File: config.mk
export PLATFORM = sky130hd
export DESIGN_NAME = mem_access_ctrl
export DESIGN_NICKNAME = d
export VERILOG_FILES = /design/src/rtl/mem_pkg.sv /design/src/rtl/byte_lane_unit.sv /design/src/rtl/mem_access_ctrl.sv
export SDC_FILE = /design/constraint.sdc
export NUM_CORES = 1
export LEC_CHECK = 0
export CAP_MARGIN = 20
export CORE_UTILIZATION = 30
export DETAILED_ROUTE_END_ITERATION = 16
export RECOVER_POWER = 25
export REMOVE_ABC_BUFFERS = 1
export SLEW_MARGIN = 20
export SYNTH_ARGS = -nofsm -noshare
export SYNTH_HDL_FRONTEND = slang
export SYNTH_SLANG_ARGS = --single-unit
File: constraint.sdc
create_clock -name clk -period 2.2 [get_ports clk]
set_clock_uncertainty 0.2 [all_clocks]
set_input_delay 0.44 -clock clk [delete_from_list [all_inputs] [get_ports clk]]
set_output_delay 0.44 -clock clk [all_outputs]
set_load 0.02 [all_outputs]
File: src/rtl/mem_pkg.sv
// Shared types and constants for the data-memory access controller.
package mem_pkg;

    localparam int unsigned DATA_W      = 32;
    localparam int unsigned WORD_BYTES  = 4;
    localparam int unsigned BYTE_LANE_W = 8;
    localparam int unsigned LANE_SEL_W  = 2;

    typedef enum logic [1:0] {
        IDLE     = 2'd0,
        ACCESS   = 2'd1,
        WR_MERGE = 2'd2,
        RESP     = 2'd3
    } state_t;

    // Request fields latched at the accept edge.
    typedef struct packed {
        logic              write;
        logic              byte_acc;
        logic              err;
        logic [DATA_W-1:0] addr;
        logic [DATA_W-1:0] wdata;
    } req_t;

endpackage

File: src/rtl/byte_lane_unit.sv
// Byte-lane extract (zero-extended) and merge, shared by byte loads and byte stores.
module byte_lane_unit
    import mem_pkg::*;
(
    input  logic [DATA_W-1:0]      word,
    input  logic [LANE_SEL_W-1:0]  lane,
    input  logic [BYTE_LANE_W-1:0] data,
    output logic [DATA_W-1:0]      extracted,
    output logic [DATA_W-1:0]      merged
);

    // Lane 0 is bits [7:0] (little-endian).
    always_comb begin
        extracted = '0;
        merged    = word;
        for (int i = 0; i < WORD_BYTES; i++) begin
            if (lane == LANE_SEL_W'(i)) begin
                extracted = DATA_W'(word[i*BYTE_LANE_W +: BYTE_LANE_W]);
                merged[i*BYTE_LANE_W +: BYTE_LANE_W] = data;
            end
        end
    end

endmodule

File: src/rtl/mem_access_ctrl.sv
// Load/store controller for a word-addressed data memory with byte RMW and error rejection.
module mem_access_ctrl
    import mem_pkg::*;
#(
    parameter int unsigned DEPTH = 128,
    parameter int unsigned WIDTH = 32
) (
    input  logic             clk,
    input  logic             reset,
    input  logic             req_valid,
    output logic             req_ready,
    input  logic             req_write,
    input  logic             req_byte,
    input  logic [WIDTH-1:0] req_addr,
    input  logic [WIDTH-1:0] req_wdata,
    output logic             rsp_valid,
    input  logic             rsp_ready,
    output logic [WIDTH-1:0] rsp_rdata,
    output logic             rsp_err,
    output logic [WIDTH-1:0] mem_a,
    output logic [WIDTH-1:0] mem_wd,
    output logic             mem_we,
    input  logic [WIDTH-1:0] mem_rd
);

    state_t            state;
    req_t              req_q;
    logic [DATA_W-1:0] merge_q;
    logic [DATA_W-1:0] lane_word;
    logic [DATA_W-1:0] lane_ext;
    logic [DATA_W-1:0] lane_merged;
    logic              req_err_c;

    assign req_err_c = ({2'b00, req_addr[DATA_W-1:2]} >= DEPTH) ||
                       (!req_byte && (req_addr[1:0] != 2'b00));

    byte_lane_unit u_lane (
        .word      (lane_word),
        .lane      (req_q.addr[LANE_SEL_W-1:0]),
        .data      (req_q.wdata[BYTE_LANE_W-1:0]),
        .extracted (lane_ext),
        .merged    (lane_merged)
    );

    // Memory port; write enable is masked by reset so an in-flight merge write is dropped.
    always_comb begin
        mem_a     = '0;
        mem_wd    = '0;
        mem_we    = 1'b0;
        lane_word = mem_rd;
        case (state)
            ACCESS: begin
                mem_a = {req_q.addr[DATA_W-1:2], 2'b00};
                if (!req_q.err && req_q.write && !req_q.byte_acc) begin
                    mem_wd = req_q.wdata;
                    mem_we = !reset;
                end
            end
            WR_MERGE: begin
                lane_word = merge_q;
                mem_a     = {req_q.addr[DATA_W-1:2], 2'b00};
                mem_wd    = lane_merged;
                mem_we    = !reset;
            end
            default: ;
        endcase
    end

    always_ff @(posedge clk) begin
        if (reset) begin
            state     <= IDLE;
            req_q     <= '0;
            merge_q   <= '0;
            req_ready <= 1'b1;
            rsp_valid <= 1'b0;
            rsp_rdata <= '0;
            rsp_err   <= 1'b0;
        end else begin
            case (state)
                IDLE: begin
                    if (req_valid) begin
                        req_q.write    <= req_write;
                        req_q.byte_acc <= req_byte;
                        req_q.err      <= req_err_c;
                        req_q.addr     <= req_addr;
                        req_q.wdata    <= req_wdata;
                        req_ready      <= 1'b0;
                        state          <= ACCESS;
                    end
                end
                ACCESS: begin
                    if (req_q.err) begin
                        rsp_err   <= 1'b1;
                        rsp_rdata <= '0;
                        rsp_valid <= 1'b1;
                        state     <= RESP;
                    end else if (req_q.write && req_q.byte_acc) begin
                        merge_q <= mem_rd;
                        state   <= WR_MERGE;
                    end else begin
                        rsp_err   <= 1'b0;
                        rsp_rdata <= req_q.write    ? '0 :
                                     req_q.byte_acc ? lane_ext : mem_rd;
                        rsp_valid <= 1'b1;
                        state     <= RESP;
                    end
                end
                WR_MERGE: begin
                    rsp_err   <= 1'b0;
                    rsp_rdata <= '0;
                    rsp_valid <= 1'b1;
                    state     <= RESP;
                end
                RESP: begin
                    if (rsp_ready) begin
                        rsp_valid <= 1'b0;
                        rsp_err   <= 1'b0;
                        rsp_rdata <= '0;
                        req_ready <= 1'b1;
                        state     <= IDLE;
                    end
                end
                default: state <= IDLE;
            endcase
        end
    end

endmodule

==> impl_metrics.yaml <==
route:
  first_pass_iters: 5
  wl_um: 23400
  drc: 0
  routedWlPerCell_um: 17.4
  ant_nets: 0
  vias_per_cell: 4.91
  dr.first_iter.drc_count: 495
  vias: 6625
final_layout:
  area_growth_pct: 64.7
  layout.nets: 1167
  n_antenna_cell: 0
  layout-drive-gt1-share: 0.319
  regArea_mm2: 0.00273
  final_core_utilization: 0.508
  multi_input_comb_area_mm2: 0.00402
  n_fill_cell: 2050
cts:
  clk_pin_slew_ns: 0.05
  htree_num_levels: 4
  cts_buffer_depth: 2
  cts_sinks: 136
  cts_made_buffers: 17
  root_buffer: "clkbuf_16"
  cts_tree: "yes"
  insertion_delay_ns: 0.42
power_and_ir_drop:
  ir_drop_v: 0.000762
  leakagePower_nw: 3.93
  total_power_mw: 13.7
  powerDensity_mw_per_mm2: 1270
sta:
  tightestPinTransition_ns: 0.541
  hold_viol: 0
  setup_tns_ns: -20.23
  min_period_ns: 2.56
  rsz0062_at_grt: "true"
  worst_hold_slack_ns: 0.253
  finalCritPeriodShare: 1.16
  slew_violations: 0
  maxSlewHeadroom: 0.639
  report.final.setup_viol: 89
  fmax_ghz: 0.390
  timing.final.ws_setup_ns: -0.362
setup_path:
  crit_fanout: 8
  critical_path_arrival_ns: 1.92
  required_ns: 1.56
  crit_path_end_kind: "primary output"
  cpMaxStageDelayCell: "dfxtp_2"
  crit_type: "reg -> out"
  max_stage_delay_ns: 0.32
  cp_cell_sequence: "inv_2 > ha_4 > nor4bb_4 > a21o_1 > buf_12 > a22oi_2 > nor2b_1 > buf_4"
  start_kind: "flip-flop"
die:
  coreArea_mm2: 0.0212
  placement_rows: 53
  dieArea_mm2: 0.0223
  start_util: 0.308
  die_h_um: 149
  io_pins: 202
  fp.dieW_um: 149
logic_synthesis:
  synthFlopType: "dfxtp_1"
  yosysTopAreaCell: "dfxtp_1"
  synth.avg_cell_area_um2: 7.95
  synthArstFlopShare: 0
  synth_edf_count: 0
  yosys_warnings: 0
  netlist_instances: 820
  ys_seq_elements: 136
  syn-cell-area_mm2: 0.00652
  synth_seq_area_share: 0.417
  netlist.area_leader.share: 0.417
  ys_types: 42
  synth_area_leaders: "dfxtp_1 (42%), nand2_1 (13%), a21oi_1 (10%), a22oi_1 (4.8%), mux2_2 (4.1%)"
run:
  cap_violations: 0
placed_design:
  io_buffers: 199
  place.gp.congestion: 0.808
  post-place-ws_ns: -0.431
  dp.final_hpwl_um: 15400
global_routing:
  antenna_found_initial: 0
  track_usage: 0.207
  grt_max_degree: 95
  overflow: 0
  grt_pass1_wl_um: 35500
  grt_pass1_vias: 6311
status:
  violations: "setup timing"
  status: "finished, violations left"
min_path:
  hp-class: "reg -> reg"
[final timing paths]
kind                               startpoint             to  slack [ns]  cells past startpoint
worst min-delay path            rsp_rdata[31]  rsp_rdata[31]        0.25                      2
worst min register to register  rsp_rdata[31]  rsp_rdata[31]        0.25                      2
worst max register to register       state[0]  rsp_rdata[11]       -0.18                     11
worst max-delay path                 state[1]      mem_wd[7]       -0.36                      8
[through the flow]
stage / instance area, um2 / std cells
2_1_floorplan: 6210 / 749
3_3_place_gp: 9230 / 1285
3_5_place_dp: 9230 / 1285
4_1_cts: 10400 / 1342
5_1_grt: 10700 / 1349
6_report: 10700 / 1349
[power by group]
part	switching, mW	internal, mW
Combinational	3.66	3.83
Sequential	0.300	2.95
Clock	1.11	1.80
Total	5.08	8.58
[kinds of logic (layout without fill, tap and decap cells)]
family / Yosys count / count (layout) / share of synthesized area
AO/OA/AOI/OAI: 194 / 194 / 0.174
multiplexers: 53 / 53 / 0.0974
AND/OR/NAND/NOR: 358 / 358 / 0.253
buffers and inverters: 74 / 327 / 0.0491
flip-flops: 136 / 136 / 0.417
other: 1 / 2 / 0.000575
adder cells (fa/ha/maj): 4 / 4 / 0.00767
[layout make-up]
cell class | instances | share of cell area
Clock buffer | 18 | 0.0409
Clock inverter | 14 | 0.0146
Inverter | 2 | 0.00116
Multi-Input combinational cell | 611 | 0.374
Sequential cell | 136 | 0.254
Tap cell | 275 | 0.0320
Timing Repair Buffer | 293 | 0.283
[per-layer routing]
metal | part of all wire | wire [um] | track usage | vias up
met2 | 0.49 | 11500 | 0.336 | 179
met1 | 0.43 | 10000 | 0.262 | 3125
met4 | 0.027 | 640 | 0.0811 | 0
met3 | 0.053 | 1230 | 0.0524 | 37
met5 | 0 | 0 | 0 | -
li1 | - | - | - | 3284
[critical path: cells and delay by family (launching register included)]
kind                     cells  cell delay [ns]
adder cells (fa/ha/maj)      1             0.12
flip-flops                   1             0.32
AND/OR/NAND/NOR              2             0.43
buffers and inverters        3             0.37
AO/OA/AOI/OAI                2             0.26
[cells in the mapped netlist, drive strengths merged (2+ instances only)]
cell and count:
nand2b 4, a22oi 42, or2 2, mux2i 23, a31oi 2, dfxtp 136
nor2b 36, a21oi 131, or3 2, a22o 3, nor3 5, a32oi 5
nor4 6, nand3 26, nor2 15, a211oi 5, mux4 6, nor3b 2
buf 19, nand2 224, and2 32, ha 4, mux2 24, inv 2
clkbuf 53
[cell usage in the layout, fill, tap and decap left out, types with 5 or more instances in the layout]
cell and n:
buf_4 80, nor2_1 15, nand3_2 21, dfxtp_1 132, clkinv_2 7, buf_12 16, clkbuf_16 19, nor2b_1 34
mux2i_1 23, a22oi_2 16, nand2_1 223, mux2_2 22, a22oi_1 26, buf_6 50, clkdlybuf4s50_1 135, a21oi_1 111
nor4_1 5, and2_4 31, buf_8 6, a21oi_2 20, mux4_2 6
[registers in the layout (all words and copies together) (netlist names)]
name,flops
req_ready,1
merge_q,32
req_q,67
rsp_err,1
rsp_valid,1
rsp_rdata,32
state,2
[timing repair]
action,CTS,global route
resized for setup,444,72
buffers inserted,20,8
hold endpoints to repair,0,0
pin swaps,37,29
hold buffers,0,0
cloned,5,3
setup endpoints to repair,88,96
Power figures use the tool's default switching activity.
